`config.mk`:
```
export PLATFORM = sky130hd
export DESIGN_NAME = ir_fetch_unit_flat
export DESIGN_NICKNAME = d
export VERILOG_FILES = /design/src/rtl/ir_fetch_unit_if.sv /design/src/rtl/ir_fetch_unit.sv /design/src/flat_wrapper.sv
export SDC_FILE = /design/constraint.sdc
export NUM_CORES = 1
export LEC_CHECK = 0
export CAP_MARGIN = 40
export CORE_UTILIZATION = 40
export CTS_CLUSTER_DIAMETER = 30
export DETAILED_ROUTE_END_ITERATION = 16
export HOLD_SLACK_MARGIN = 0.05
export PLACE_DENSITY = 0.79
export RECOVER_POWER = 25
export SLEW_MARGIN = 20
export SYNTH_ARGS = -nofsm -noshare
export SYNTH_HDL_FRONTEND = slang
export SYNTH_SLANG_ARGS = --single-unit
```
`constraint.sdc`:
```
create_clock -name clock -period 2.65 [get_ports clock]
set_input_delay 0.265 -clock clock [delete_from_list [all_inputs] [get_ports clock]]
set_output_delay 0.265 -clock clock [all_outputs]
set_load 0.02 [all_outputs]
```
`src/rtl/ir_fetch_unit_if.sv`:
```
// Instruction-memory read port between the fetch unit (master) and the memory (slave).
interface ir_fetch_unit_if #(
  parameter int unsigned PC_WIDTH = 10
);
  logic                IM_read;
  logic [PC_WIDTH-1:0] IM_address;
  logic                IM_ready;
  logic [31:0]         IM_rdata;

  modport master (
    output IM_read,
    output IM_address,
    input  IM_ready,
    input  IM_rdata
  );

  modport slave (
    input  IM_read,
    input  IM_address,
    output IM_ready,
    output IM_rdata
  );
endinterface

```
`src/rtl/ir_fetch_unit.sv`:
```
// Instruction-fetch stage: owns the fetch PC, drives the IM read port and holds ir/pc.
// Optional fetch timeout with sticky fetch_error is enabled by defining IFETCH_TIMEOUT_EN.
module ir_fetch_unit #(
  parameter int unsigned         PC_WIDTH = 10,
  parameter logic [PC_WIDTH-1:0] RESET_PC = '0,
  parameter int unsigned         TIMEOUT  = 15
) (
  input  logic                clock,
  input  logic                reset,
  input  logic                enable_irfetch,
  input  logic                pc_redirect,
  input  logic [PC_WIDTH-1:0] pc_target,
  ir_fetch_unit_if.master     im,
  output logic [31:0]         ir,
  output logic [PC_WIDTH-1:0] pc,
  output logic                ir_valid,
  output logic                fetch_busy,
  output logic                fetch_error
);

  localparam logic [0:0] IDLE = 1'b0;
  localparam logic [0:0] WAIT = 1'b1;

  logic [0:0]          state_q, state_d;
  logic [PC_WIDTH-1:0] fetch_pc_q, fetch_pc_d;
  logic [PC_WIDTH-1:0] pc_q, pc_d;
  logic [31:0]         ir_q, ir_d;
  logic                ir_valid_q, ir_valid_d;
  logic                pend_valid_q, pend_valid_d;
  logic [PC_WIDTH-1:0] pend_target_q, pend_target_d;
  logic                error_q, error_d;

  logic [PC_WIDTH-1:0] redirect_addr;
  logic [PC_WIDTH-1:0] addr;
  logic                pend_hit;
  logic [PC_WIDTH-1:0] pend_addr;
  logic                timeout_hit;

  assign redirect_addr = {pc_target[PC_WIDTH-1:2], 2'b00};
  assign addr          = (state_q == IDLE && pc_redirect) ? redirect_addr : fetch_pc_q;
  // A redirect in the completing WAIT cycle counts as the newest pending one.
  assign pend_hit      = pend_valid_q | pc_redirect;
  assign pend_addr     = pc_redirect ? redirect_addr : pend_target_q;

  assign im.IM_address = addr;
  assign im.IM_read    = (state_q == IDLE) ? enable_irfetch : 1'b1;
  assign ir            = ir_q;
  assign pc            = pc_q;
  assign ir_valid      = ir_valid_q;
  assign fetch_busy    = (state_q == WAIT);

`ifdef IFETCH_TIMEOUT_EN
  logic [7:0] wait_cnt_q, wait_cnt_d;

  assign wait_cnt_d  = (state_q == WAIT) ? wait_cnt_q + 8'd1 : 8'd0;
  assign timeout_hit = (state_q == WAIT) && !im.IM_ready && (wait_cnt_q == 8'(TIMEOUT - 1));
  assign fetch_error = error_q;

  always_ff @(posedge clock or negedge reset) begin
    if (!reset) begin
      wait_cnt_q <= 8'd0;
    end else begin
      wait_cnt_q <= wait_cnt_d;
    end
  end
`else
  assign timeout_hit = 1'b0;
  assign fetch_error = 1'b0;
`endif

  always_comb begin
    state_d       = state_q;
    fetch_pc_d    = fetch_pc_q;
    pc_d          = pc_q;
    ir_d          = ir_q;
    ir_valid_d    = ir_valid_q;
    pend_valid_d  = pend_valid_q;
    pend_target_d = pend_target_q;
    error_d       = error_q;

    if (state_q == IDLE) begin
      if (enable_irfetch) begin
        pend_valid_d = 1'b0;
        if (im.IM_ready) begin
          ir_d       = im.IM_rdata;
          pc_d       = addr;
          fetch_pc_d = addr + PC_WIDTH'(4);
          ir_valid_d = 1'b1;
        end else begin
          fetch_pc_d = addr;
          state_d    = WAIT;
        end
      end else if (pc_redirect) begin
        fetch_pc_d = redirect_addr;
        ir_valid_d = 1'b0;
      end
    end else begin
      if (im.IM_ready) begin
        ir_d         = im.IM_rdata;
        pc_d         = fetch_pc_q;
        state_d      = IDLE;
        pend_valid_d = 1'b0;
        if (pend_hit) begin
          fetch_pc_d = pend_addr;
          ir_valid_d = 1'b0;
        end else begin
          fetch_pc_d = fetch_pc_q + PC_WIDTH'(4);
          ir_valid_d = 1'b1;
        end
      end else if (timeout_hit) begin
        // Abort: keep ir/pc/ir_valid, but do not lose a branch seen while waiting.
        state_d      = IDLE;
        error_d      = 1'b1;
        pend_valid_d = 1'b0;
        if (pend_hit) begin
          fetch_pc_d = pend_addr;
        end
      end else if (pc_redirect) begin
        pend_valid_d  = 1'b1;
        pend_target_d = redirect_addr;
      end
    end
  end

  always_ff @(posedge clock or negedge reset) begin
    if (!reset) begin
      state_q       <= IDLE;
      fetch_pc_q    <= RESET_PC;
      pc_q          <= RESET_PC;
      ir_q          <= 32'd0;
      ir_valid_q    <= 1'b0;
      pend_valid_q  <= 1'b0;
      pend_target_q <= '0;
      error_q       <= 1'b0;
    end else begin
      state_q       <= state_d;
      fetch_pc_q    <= fetch_pc_d;
      pc_q          <= pc_d;
      ir_q          <= ir_d;
      ir_valid_q    <= ir_valid_d;
      pend_valid_q  <= pend_valid_d;
      pend_target_q <= pend_target_d;
      error_q       <= error_d;
    end
  end

endmodule

```
`src/flat_wrapper.sv`:
```
// flat-port wrapper written by rule: the top's interface ports become plain ports
module ir_fetch_unit_flat 
#(
  parameter int unsigned         PC_WIDTH = 10,
  parameter logic [PC_WIDTH-1:0] RESET_PC = '0,
  parameter int unsigned         TIMEOUT  = 15
)
  (clock, reset, enable_irfetch, pc_redirect, pc_target, ir, pc, ir_valid, fetch_busy, fetch_error, im_IM_read, im_IM_address, im_IM_ready, im_IM_rdata);
  ir_fetch_unit_if #(.PC_WIDTH(PC_WIDTH)) im_i ();
  input  logic clock;
  input  logic reset;
  input  logic enable_irfetch;
  input  logic pc_redirect;
  input  logic [PC_WIDTH-1:0] pc_target;
  output logic [31:0] ir;
  output logic [PC_WIDTH-1:0] pc;
  output logic ir_valid;
  output logic fetch_busy;
  output logic fetch_error;
  output wire logic [$bits(im_i.IM_read)-1:0] im_IM_read;
  output wire logic [$bits(im_i.IM_address)-1:0] im_IM_address;
  input wire logic [$bits(im_i.IM_ready)-1:0] im_IM_ready;
  input wire logic [$bits(im_i.IM_rdata)-1:0] im_IM_rdata;
  assign im_IM_read = im_i.IM_read;
  assign im_IM_address = im_i.IM_address;
  assign im_i.IM_ready = im_IM_ready;
  assign im_i.IM_rdata = im_IM_rdata;
  ir_fetch_unit #(.PC_WIDTH(PC_WIDTH), .RESET_PC(RESET_PC), .TIMEOUT(TIMEOUT)) u_core (.clock(clock), .reset(reset), .enable_irfetch(enable_irfetch), .pc_redirect(pc_redirect), .pc_target(pc_target), .im(im_i), .ir(ir), .pc(pc), .ir_valid(ir_valid), .fetch_busy(fetch_busy), .fetch_error(fetch_error));
endmodule
```
==> impl_results.md <==
- DR WL/cell: 16.7 um
- Worst-case headroom to the max-slew limit: -9.40%
- Clock-pin slew on the worst setup and hold paths: 0.08 ns
- Worst R2R Path Depth: 8
- Initial antenna violation count: 0
- Reg-to-reg setup timing slack: 0.61 ns
- Vias in the first global route: 2772
- Min-delay worst type: register to register
- Clk Latency, worst-skew pair: 0.34 ns
- Tcrit/Tclk final: 89.2%
- Yosys warns: 0
- Reg2reg end: u_core.fetch_pc_q[4]$_DFFE_PN0P_
- Post-synth top flop: dfrtp_1
- Synthesized instance count: 289
- First-pass GRT wire length: 13700 um
- H-tree depth: 3
- Reg2Reg Launch Point: u_core.fetch_busy$_DFF_PN0_
- Post-Synth Adder-Cell Area: 0.770%
- HP Start: u_core.pc[9]$_DFFE_PN0P_
- Initial DRC Count: 235
- Post-Synth XOR/XNOR Area: 1.89%
- Fmax: 423 MHz
- Slew Limit Fails: 66
- DP Area: 4380 um^2
- Die ar.: 8490 um^2
- Hold Vio Cnt, Final: 0
- Leakage dissipation: 1.91 nW
- Maximum number of pins on one net before global-route repair: 66
- Largest family of logic cells by synthesized area: multiplexers
- Core footprint: 7810 um^2
- Total GRT Usage: 21.0%
- Final instance area: 4570 um^2
- Setup bufs post-CTS: 0
- Synth cell types: 45
- DR vias/cell: 5.40
- Critical path type: register to output pin
- Critical path peak fanout: 13
- Placer Congestion: 0.882
- Initial core utilization: 41.7%
- Max-cap violations: 1
- Post-synthesis area per instance: 11.3 um^2
- Maximum VDD drop: 414 uV
- Crit path DAT: 2.10 ns
- Total design power: 0.00310 W
- CTS tree: built
- Vias: 2712
- Setup TNS Final: 0 ns
- Slowest stage cell on the critical path: clkdlybuf4s50_1
- Hold_ws: 0.477 ns
- IO Pins: 103
- Synthesis-stage register bit count: 65
- Worst setup SP type: register
- CTS max path bufs: 2
- Syn Nets: 338
- Multiplexer area fraction after synthesis: 20.6%
- Post-synth EDFFs: 0
- DRC Markers: 0
- Post-synthesis compound-gate area fraction: 10.9%
- NumNets Final: 444
- Row count: 32
- Post-synthesis cell area: 3250 um^2
- Async SR Flop Fraction: 100%
- Final min period: 2.36 ns
- Top cell type's share of synthesized area: 50.0%
- CP endpoint kind: output pin
- Die height: 92.2 um
- Routed wire length: 8380 um
- N_diodes: 0
- Final setup viols: 0
- Detail Route Antenna Nets: 0
- Hold depth: 2
- Clock Sinks: 65
- Simple-gate share of the synthesized area: 11.5%
- Global route overflow: 0
- DRT Pass-1 Iters: 4
- Area delta synth->final: 40.6%
- Layout cells sized above 1: 21.0%
- Worst path max stage delay: 0.56 ns
- Detailed placement HPWL: 5720 um
- Register area share after synthesis: 50.0%
- Num CTS Buffers: 9
- Final Util: 58.6%
- Status: finished with violations
- Dominant cells by area after synthesis: dfrtp_1, mux2_2, nand2_1, mux2i_1, a21oi_1
- Crit path cell chain: nand2b_4, buf_4, mux2i_1, inv_1, clkdlybuf4s50_1
- Unrepaired setup endpoints after global routing: false
- Min-Delay Endpoint: u_core.pc[9]$_DFFE_PN0P_
- Buffers added on ports: 99
- Root Driver: clkbuf_8
- Required time of the critical path: 2.38 ns
- Biggest area consumer among synthesized cells: dfrtp_1
- Slew @ Worst Pin: 1.64 ns
- Clk_skew: 0.00864 ns
- PD cells: 678 nW/um^2
- Die width: 92.2 um
- Failing checks: max-capacitance violations, max-slew violations
- Fillers: 688
==> worst max path at each step <==
stage,slack [ns],cells past startpoint,from,end
6_report,0.29,5,u_core.fetch_busy$_DFF_PN0_,im_IM_address[5]
3_5_place_dp,0.28,6,pc_redirect,im_IM_address[5]
4_1_cts,0.28,6,pc_redirect,im_IM_address[5]
3_3_place_gp,0.31,6,pc_redirect,im_IM_address[5]
5_1_grt,0.21,5,u_core.fetch_busy$_DFF_PN0_,im_IM_address[5]
2_1_floorplan,0.34,10,u_core.fetch_busy$_DFF_PN0_,u_core.fetch_pc_q[4]$_DFFE_PN0P_
==> critical path, delay by kind of cell (launching register included) <==
family        cells  cell delay (ns)
buf+inv           3             0.81
flops             1             0.37
mux               1             0.32
simple gates      1             0.26
==> where the power goes <==
part,internal [W],total [W],switching (W)
sequential,0.00115,0.00127,0.000117
clock,0.000436,0.000838,0.000403
combinational,0.000513,0.000992,0.000478
total,0.00210,0.00310,0.000999
==> through the flow <==
| stage | std cells | worst slack [ns] |
|---|---|---|
| finish | 502 | 0.287 |
| global route | 502 | 0.213 |
| CTS | 502 | 0.277 |
| detailed placement | 485 | 0.283 |
| global placement | 485 | 0.308 |
| floorplan | 289 | 0.336 |
==> area by class of cell <==
class                      instances  area, um^2  share of cell area [%]
clock buffer                      10         128                    2.79
multi-input combinational        197        1490                    32.6
sequential                        65        1630                    35.6
tap                              102         128                    2.79
timing repair buffer             111        1090                    23.8
inverter                          11        41.3                   0.903
clock inverter                     6        68.8                    1.51
==> flip-flops by register name, summed over array words and instances, names as in the netlist <==
signal and flops:
u_core.ir 32, u_core.fetch_pc_q 10, u_core.pc 10, u_core.pend_target_q 10, u_core.fetch_busy 1, u_core.ir_valid 1
u_core.pend_valid_q 1
==> logic make-up after synthesis <==
kind of cell | count (synthesis)
XOR/XNOR | 7
flip-flops | 65
adder cells (fa/ha/maj) | 2
multiplexers | 60
AO/OA/AOI/OAI | 54
AND/OR/NAND/NOR | 73
other | 1
buffers and inverters | 27
==> cell usage in the layout, fill, tap and decap left out, types with 5 or more instances in the layout <==
cell and count:
mux2i_1 7, nand2b_1 5, dfrtp_1 65, inv_1 11
buf_4 9, clkdlybuf4s50_1 98, clkbuf_8 9, nor2_1 14
nand2_1 22, mux2_2 52, o21ai_0 13, nand3_1 7
nor2b_1 5, a21oi_1 13
==> per-layer routing <==
layer | track usage, % | routed length [um]
met1 | 25.6 | 3430
met2 | 35.4 | 4320
met3 | 6.80 | 522
met4 | 5.73 | 104
met5 | 0 | 0
==> what timing repair did <==
item,in CTS,in global routing
resized for setup,0,0
hold buffers,1,0
hold endpoints to repair,65,0
==> synthesized netlist by cell type, types with 2 or more instances <==
library cell,number
dfrtp_1,65
mux2_2,52
nand2_1,23
nor2_1,14
a21oi_1,13
o21ai_0,13
inv_1,11
mux2i_1,7
nand3_1,7
buf_4,6
clkbuf_1,5
nand2b_1,5
nor2b_1,5
and2_1,4
and3_1,4
buf_2,4
nand4_1,4
o22ai_1,4
xor2_1,4
a31oi_1,3
xnor2_1,3
a22o_1,2
a311oi_1,2
a31o_1,2
ha_1,2
nand3b_1,2
o2111ai_1,2
o211ai_1,2
o22a_1,2
o311ai_0,2
Power figures use the tool's default switching activity.
